File: src/rtl/hidden_layer_accumulator_pkg.sv
// Shared global constants for the hidden-layer engine: layer sizes, boolean
// levels, controller state encodings and accumulator sizing helper.
package hidden_layer_accumulator_pkg;

  localparam int INPUT_LAYER_NODES  = 784;
  localparam int HIDDEN_LAYER_NODES = 16;
  localparam int INDEX_WIDTH        = 10;

  localparam logic TRUE  = 1'b1;
  localparam logic FALSE = 1'b0;

  typedef enum logic [2:0] {
    IDLE     = 3'd0,
    CHECK    = 3'd1,
    DEQ_HI   = 3'd2,
    DEQ_LO   = 3'd3,
    MAC      = 3'd4,
    ACTIVATE = 3'd5
  } state_t;

  // Smallest signed width that holds terms * (most negative weight) without wrap.
  function automatic int min_acc_width(input int terms, input int weight_width);
    return $clog2(terms * (1 << (weight_width - 1))) + 1;
  endfunction

endpackage

File: src/rtl/hidden_layer_accumulator_if.sv
// Bundle of the input-queue handshake, weight-ROM port and activation result
// seen by the hidden-layer accumulator.
interface hidden_layer_accumulator_if
  import hidden_layer_accumulator_pkg::*;
#(
  parameter int NUM_NODES    = HIDDEN_LAYER_NODES,
  parameter int WEIGHT_WIDTH = 8
);

  localparam int ADDR_WIDTH = INDEX_WIDTH + $clog2(NUM_NODES);

  logic                           start;
  logic [INDEX_WIDTH-1:0]         indexIn;
  logic                           queueEmpty;
  logic                           dequeue;
  logic [ADDR_WIDTH-1:0]          weightAddr;
  logic signed [WEIGHT_WIDTH-1:0] weightData;
  logic [NUM_NODES-1:0]           nodeOut;
  logic                           busy;
  logic                           done;

  modport master (
    output start, indexIn, queueEmpty, weightData,
    input  dequeue, weightAddr, nodeOut, busy, done
  );

  modport slave (
    input  start, indexIn, queueEmpty, weightData,
    output dequeue, weightAddr, nodeOut, busy, done
  );

endinterface

File: src/rtl/hidden_layer_accumulator_node_accumulator_bank.sv
// One signed accumulator per hidden node, with sign-extended weight add,
// synchronous clear and a per-node threshold compare.
module node_accumulator_bank #(
  parameter int NUM_NODES    = 16,
  parameter int WEIGHT_WIDTH = 8,
  parameter int ACC_WIDTH    = 18,
  parameter logic signed [ACC_WIDTH-1:0] THRESHOLD = '0
) (
  input  logic                           clk,
  input  logic                           reset,
  input  logic                           clear,
  input  logic                           add_en,
  input  logic [$clog2(NUM_NODES)-1:0]   add_node,
  input  logic signed [WEIGHT_WIDTH-1:0] weight,
  output logic [NUM_NODES-1:0]           activation
);

  logic signed [ACC_WIDTH-1:0] acc [NUM_NODES];
  logic signed [ACC_WIDTH-1:0] weight_ext;

  assign weight_ext = {{(ACC_WIDTH-WEIGHT_WIDTH){weight[WEIGHT_WIDTH-1]}}, weight};

  always_ff @(posedge clk) begin
    if (reset || clear) begin
      for (int k = 0; k < NUM_NODES; k++) begin
        acc[k] <= '0;
      end
    end else if (add_en) begin
      acc[add_node] <= acc[add_node] + weight_ext;
    end
  end

  always_comb begin
    activation = '0;
    for (int k = 0; k < NUM_NODES; k++) begin
      activation[k] = (acc[k] >= THRESHOLD);
    end
  end

endmodule

File: src/rtl/hidden_layer_accumulator.sv
// Hidden-layer MAC controller: drains the pixel-index queue, streams one weight
// column per index into the node bank, then thresholds the sums into nodeOut.
module hidden_layer_accumulator
  import hidden_layer_accumulator_pkg::*;
#(
  parameter int NUM_NODES    = HIDDEN_LAYER_NODES,
  parameter int WEIGHT_WIDTH = 8,
  parameter int ACC_WIDTH    = min_acc_width(INPUT_LAYER_NODES, 8),
  parameter logic signed [ACC_WIDTH-1:0] THRESHOLD = '0
) (
  input logic                       clk,
  input logic                       reset,
  hidden_layer_accumulator_if.slave bus
);

  localparam int NODE_BITS  = $clog2(NUM_NODES);
  localparam int ADDR_WIDTH = INDEX_WIDTH + NODE_BITS;

  state_t                  state;
  state_t                  next_state;
  logic [INDEX_WIDTH-1:0]  index_reg;
  logic [NODE_BITS:0]      node_count;
  logic                    add_en;
  logic [NODE_BITS-1:0]    add_node;
  logic [NUM_NODES-1:0]    activation;
  logic [NUM_NODES-1:0]    node_out_reg;
  logic                    done_reg;
  logic                    clear_acc;
  logic                    mac_issue;
  logic                    mac_last;
  logic                    dequeue;
  logic                    busy;
  logic [ADDR_WIDTH-1:0]   weight_addr;

  // The counter runs 0..NUM_NODES; its top bit marks the ROM-latency drain cycle.
  assign mac_issue = (state == MAC) && !node_count[NODE_BITS];
  assign mac_last  = (state == MAC) &&  node_count[NODE_BITS];

  always_ff @(posedge clk) begin
    if (reset) begin
      state <= IDLE;
    end else begin
      state <= next_state;
    end
  end

  always_comb begin
    next_state  = state;
    dequeue     = FALSE;
    busy        = TRUE;
    clear_acc   = FALSE;
    weight_addr = '0;
    case (state)
      IDLE: begin
        busy = FALSE;
        if (bus.start) begin
          clear_acc  = TRUE;
          next_state = CHECK;
        end
      end
      CHECK: begin
        next_state = bus.queueEmpty ? ACTIVATE : DEQ_HI;
      end
      DEQ_HI: begin
        dequeue    = TRUE;
        next_state = DEQ_LO;
      end
      DEQ_LO: begin
        next_state = MAC;
      end
      MAC: begin
        if (mac_issue) begin
          weight_addr = {index_reg, node_count[NODE_BITS-1:0]};
        end
        if (mac_last) begin
          next_state = CHECK;
        end
      end
      ACTIVATE: begin
        next_state = IDLE;
      end
      default: begin
        next_state = IDLE;
      end
    endcase
  end

  // ROM data lags its address by one cycle, so the target node is delayed to match.
  always_ff @(posedge clk) begin
    if (reset) begin
      index_reg    <= '0;
      node_count   <= '0;
      add_en       <= 1'b0;
      add_node     <= '0;
      node_out_reg <= '0;
      done_reg     <= 1'b0;
    end else begin
      add_en   <= mac_issue;
      add_node <= node_count[NODE_BITS-1:0];
      done_reg <= (state == ACTIVATE);
      if (state == DEQ_LO) begin
        index_reg  <= bus.indexIn;
        node_count <= '0;
      end else if (state == MAC) begin
        node_count <= node_count + 1'b1;
      end
      if (state == ACTIVATE) begin
        node_out_reg <= activation;
      end
    end
  end

  node_accumulator_bank #(
    .NUM_NODES    (NUM_NODES),
    .WEIGHT_WIDTH (WEIGHT_WIDTH),
    .ACC_WIDTH    (ACC_WIDTH),
    .THRESHOLD    (THRESHOLD)
  ) u_bank (
    .clk        (clk),
    .reset      (reset),
    .clear      (clear_acc),
    .add_en     (add_en),
    .add_node   (add_node),
    .weight     (bus.weightData),
    .activation (activation)
  );

  assign bus.dequeue    = dequeue;
  assign bus.busy       = busy;
  assign bus.weightAddr = weight_addr;
  assign bus.nodeOut    = node_out_reg;
  assign bus.done       = done_reg;

endmodule

File: src/flat_wrapper.sv
// flat-port wrapper written by rule: the top's interface ports become plain ports
module hidden_layer_accumulator_flat import hidden_layer_accumulator_pkg::*;
#(
  parameter int NUM_NODES    = HIDDEN_LAYER_NODES,
  parameter int WEIGHT_WIDTH = 8,
  parameter int ACC_WIDTH    = min_acc_width(INPUT_LAYER_NODES, 8),
  parameter logic signed [ACC_WIDTH-1:0] THRESHOLD = '0
)
  (clk, reset, bus_start, bus_indexIn, bus_queueEmpty, bus_weightData, bus_dequeue, bus_weightAddr, bus_nodeOut, bus_busy, bus_done);
  hidden_layer_accumulator_if #(.NUM_NODES(NUM_NODES), .WEIGHT_WIDTH(WEIGHT_WIDTH)) bus_i ();
  input logic clk;
  input logic reset;
  input wire logic [$bits(bus_i.start)-1:0] bus_start;
  input wire logic [$bits(bus_i.indexIn)-1:0] bus_indexIn;
  input wire logic [$bits(bus_i.queueEmpty)-1:0] bus_queueEmpty;
  input wire logic [$bits(bus_i.weightData)-1:0] bus_weightData;
  output wire logic [$bits(bus_i.dequeue)-1:0] bus_dequeue;
  output wire logic [$bits(bus_i.weightAddr)-1:0] bus_weightAddr;
  output wire logic [$bits(bus_i.nodeOut)-1:0] bus_nodeOut;
  output wire logic [$bits(bus_i.busy)-1:0] bus_busy;
  output wire logic [$bits(bus_i.done)-1:0] bus_done;
  assign bus_i.start = bus_start;
  assign bus_i.indexIn = bus_indexIn;
  assign bus_i.queueEmpty = bus_queueEmpty;
  assign bus_i.weightData = bus_weightData;
  assign bus_dequeue = bus_i.dequeue;
  assign bus_weightAddr = bus_i.weightAddr;
  assign bus_nodeOut = bus_i.nodeOut;
  assign bus_busy = bus_i.busy;
  assign bus_done = bus_i.done;
  hidden_layer_accumulator #(.NUM_NODES(NUM_NODES), .WEIGHT_WIDTH(WEIGHT_WIDTH), .ACC_WIDTH(ACC_WIDTH), .THRESHOLD(THRESHOLD)) u_core (.clk(clk), .reset(reset), .bus(bus_i));
endmodule
File: config.mk
export PLATFORM = sky130hd
export DESIGN_NAME = hidden_layer_accumulator_flat
export DESIGN_NICKNAME = d
export VERILOG_FILES = /design/src/rtl/hidden_layer_accumulator_pkg.sv /design/src/rtl/hidden_layer_accumulator_if.sv /design/src/rtl/hidden_layer_accumulator_node_accumulator_bank.sv /design/src/rtl/hidden_layer_accumulator.sv /design/src/flat_wrapper.sv
export SDC_FILE = /design/constraint.sdc
export NUM_CORES = 1
export LEC_CHECK = 0
export CAP_MARGIN = 20
export CORE_ASPECT_RATIO = 1.75
export CORE_MARGIN = 1
export CORE_UTILIZATION = 40
export CTS_BUF_LIST = sky130_fd_sc_hd__clkbuf_4 sky130_fd_sc_hd__clkbuf_8
export CTS_CLUSTER_SIZE = 14
export DETAILED_ROUTE_END_ITERATION = 8
export GPL_ROUTABILITY_DRIVEN = 0
export PLACE_DENSITY_LB_ADDON = 0.15
export SLEW_MARGIN = 20
export SYNTH_ARGS = -nofsm -noshare
export SYNTH_HDL_FRONTEND = slang
export SYNTH_SLANG_ARGS = --single-unit
File: constraint.sdc
create_clock -name clk -period 11.1 [get_ports clk]
set_clock_uncertainty 0.2 [all_clocks]
set_input_delay 1.11 -clock clk [delete_from_list [all_inputs] [get_ports clk]]
set_output_delay 1.11 -clock clk [all_outputs]
set_load 0.005 [all_outputs]
==> results.cfg <==
[run_status]
status = finished, final reports clean

[yosys]
async_reset_ff_share_pct = 0
syn_area_um2 = 14600
yosys.area_share.simple_pct = 12.0
synth_fa_ha_area_share_pct = 1.68
syn_inst = 1035
yosys-top-cells-count = 310 x nor2_1, 288 x edfxtp_1, 89 x mux4_2
synth_seq_cells = 328
ys.warnings.count = 0
synth_compound_area_share_pct = 3.28
ys_seq_area_share_pct = 64.9
synthesis.nets = 1076
dominantRegCellSynth = edfxtp_1
synth.avg_cell_area_um2 = 14.1
synth_top_area_share_pct = 59.4
synth_edf_count = 288
synthTopCellsByArea = edfxtp_1 59%, mux4_2 14%, nor2_1 8.0%, dfxtp_1 5.5%, ha_1 1.5%
synth_top_family_by_area = multiplexers
yosysMostFrequentCell = nor2_1
post_synth_num_cell_types = 53
synth-xor-area-share_pct = 1.13
muxShareOfSynthArea_pct = 14.6
synth_area_leader_cell = edfxtp_1

[timing]
finalSetupViolCount = 0
rsz0062_at_grt = no
final_max_slew_viol_count = 0
period_minus_slack_ps = 5790
hold_violations = 0
tns_ps = 0
timing.slew.headroom_pct = 35.1
whs_ps = 281
tightest_slew_ps = 972
fin_crit_sh_pct = 52.1
max_freq_mhz = 173

[die]
initial_core_util_pct = 40.5
core_um2 = 35900
io_pins = 55
die_h_um = 254
die_area_um2 = 37200
die_w_um = 146
rows = 92

[setup_path]
worstPathMaxFanout = 40
critPathRequiredTime_ps = 11210
start_kind = register
critPathCaptureType = register
cp.arrival_ps = 5890
critPathKind = reg -> reg

[clock_tree]
cts-root-buf = clkbuf_8
cts_resized = 0
cts_sinks = 328
cts_made_buffers = 48
holdBufCountCts = 0
clk_path_buf_depth = 3
post_cts_buffers = 0
clock_latency_ps = 600
h-tree-depth = 2
cts_tree = done
path_clk_slew_ps = 70

[layout]
nNetsFinal = 1150
largest_reg_flops = 288
fin_cells = 1618
drive_gt1_share_pct = 20.2
nFillCells = 3310
syn_to_final_growth_pct = 15.0
multi_input_area_um2 = 4800
seqCellArea_um2 = 9460

[routing]
wl_per_cell_um = 26.8
ant_nets = 0
dr.pass1.iters = 7
drc = 0
drt_iter0_markers = 759
vias = 9109
vias_per_cell = 5.63
postRouteWirelength_um = 43400

[pwr]
p_per_area_nw_per_um2 = 172
p_leak_nw = 6.04
vdd_drop_max_mv = 0.0971

[worst_hold_path]
hold_class = reg -> reg

[grt]
overflow = 0
antenna_found_initial = 1
grt_pass1_wl_um = 62700
grt_max_degree = 44
gr-usage-all-layers_pct = 23.9
grt_pass1_vias = 9495

[place]
dp_hpwl_um = 25100
dp.cells = 1529
io_buffers = 54

[job]
drv_cap = 0
==> placed cells by master, fill, tap and decap left out, types with 2 or more instances in the layout <==
cell type and n:
nor2_1 310, edfxtp_1 288, mux4_2 89, clkbuf_8 58, clkdlybuf4s50_1 54, buf_4 46
dfxtp_1 37, nand2_1 35, nor3_1 21, ha_1 18, a21oi_1 17, a211oi_1 17
clkbuf_4 17, and2_1 16, mux2i_1 12, clkinv_1 12, nor2b_1 10, inv_1 9
nand3_1 7, xnor2_1 7, xor2_1 7, o21ai_0 6, a21o_1 4, nand4_1 4
nor3b_2 3, nand2_2 2, o21bai_1 2, xor2_2 2, a31oi_1 2, o211ai_1 2
xnor2_2 2, nand2b_1 2, dfxtp_4 2
==> power breakdown <==
| part | internal [W] | switching (W) |
|---|---|---|
| registers | 0.00145 | 0.0000345 |
| clock network | 0.000528 | 0.000469 |
| logic | 0.000136 | 0.000270 |
==> layer usage <==
metal	share of wire (%)	vias up	track usage [%]
met5	0	-	0
met1	36	4645	27.9
met2	53	389	43.3
met4	4.8	0	11.8
li1	-	3950	-
met3	5.9	125	3.24
==> layout make-up <==
class	instances	share of cell area (%)
Sequential cell	328	56.5
Multi-Input combinational cell	622	28.7
Clock buffer	75	5.53
Timing Repair Buffer	100	5.29
Tap cell	470	3.51
Clock inverter	13	0.299
Inverter	9	0.202
Antenna cell	1	0.0149
==> cells by family (layout without fill, tap and decap cells) <==
logic type,after synthesis,count (layout)
other,0,1
buffers and inverters,85,197
XOR/XNOR,18,18
adder cells (fa/ha/maj),19,19
AND/OR/NAND/NOR,418,418
AO/OA/AOI/OAI,66,66
multiplexers,101,101
flip-flops,328,328
==> metrics by stage <==
step / instance area (um2) / total power [W] / worst slack (ps) / util (%)
after floorplan: 14600 / 0.00175 / 6600 / -
after global placement: 15700 / 0.00191 / 5100 / 43.8
after detailed placement: 15700 / 0.00191 / 5260 / 43.8
after CTS: 16700 / 0.00291 / 5250 / 46.6
after global routing: 16700 / 0.00299 / 4880 / 46.6
final: 16700 / 0.00289 / 5310 / 46.6
==> critical path: stages (launching register included) <==
cell      delay (ps)
dfxtp_4          870
buf_4            760
mux4_2           610
mux4_2           480
ha_1             360
a21o_1           200
a21oi_1          180
a21boi_1         150
a31oi_1          520
o21ai_0          310
xnor2_2          700
nor2_1           100
==> final timing paths <==
| check | start | to | slack, ps | cells past startpoint |
|---|---|---|---|---|
| setup / recovery | u_core.add_node[0] | u_core.u_bank.acc[11][17] | 5310 | 11 |
| hold / removal | u_core.u_bank.acc[14][17] | u_core.bus.nodeOut[14] | 280 | 1 |
| setup reg to reg | u_core.add_node[0] | u_core.u_bank.acc[11][17] | 5310 | 11 |
| hold reg to reg | u_core.u_bank.acc[14][17] | u_core.bus.nodeOut[14] | 280 | 1 |
No activity file was read; power rests on OpenSTA's default activity.
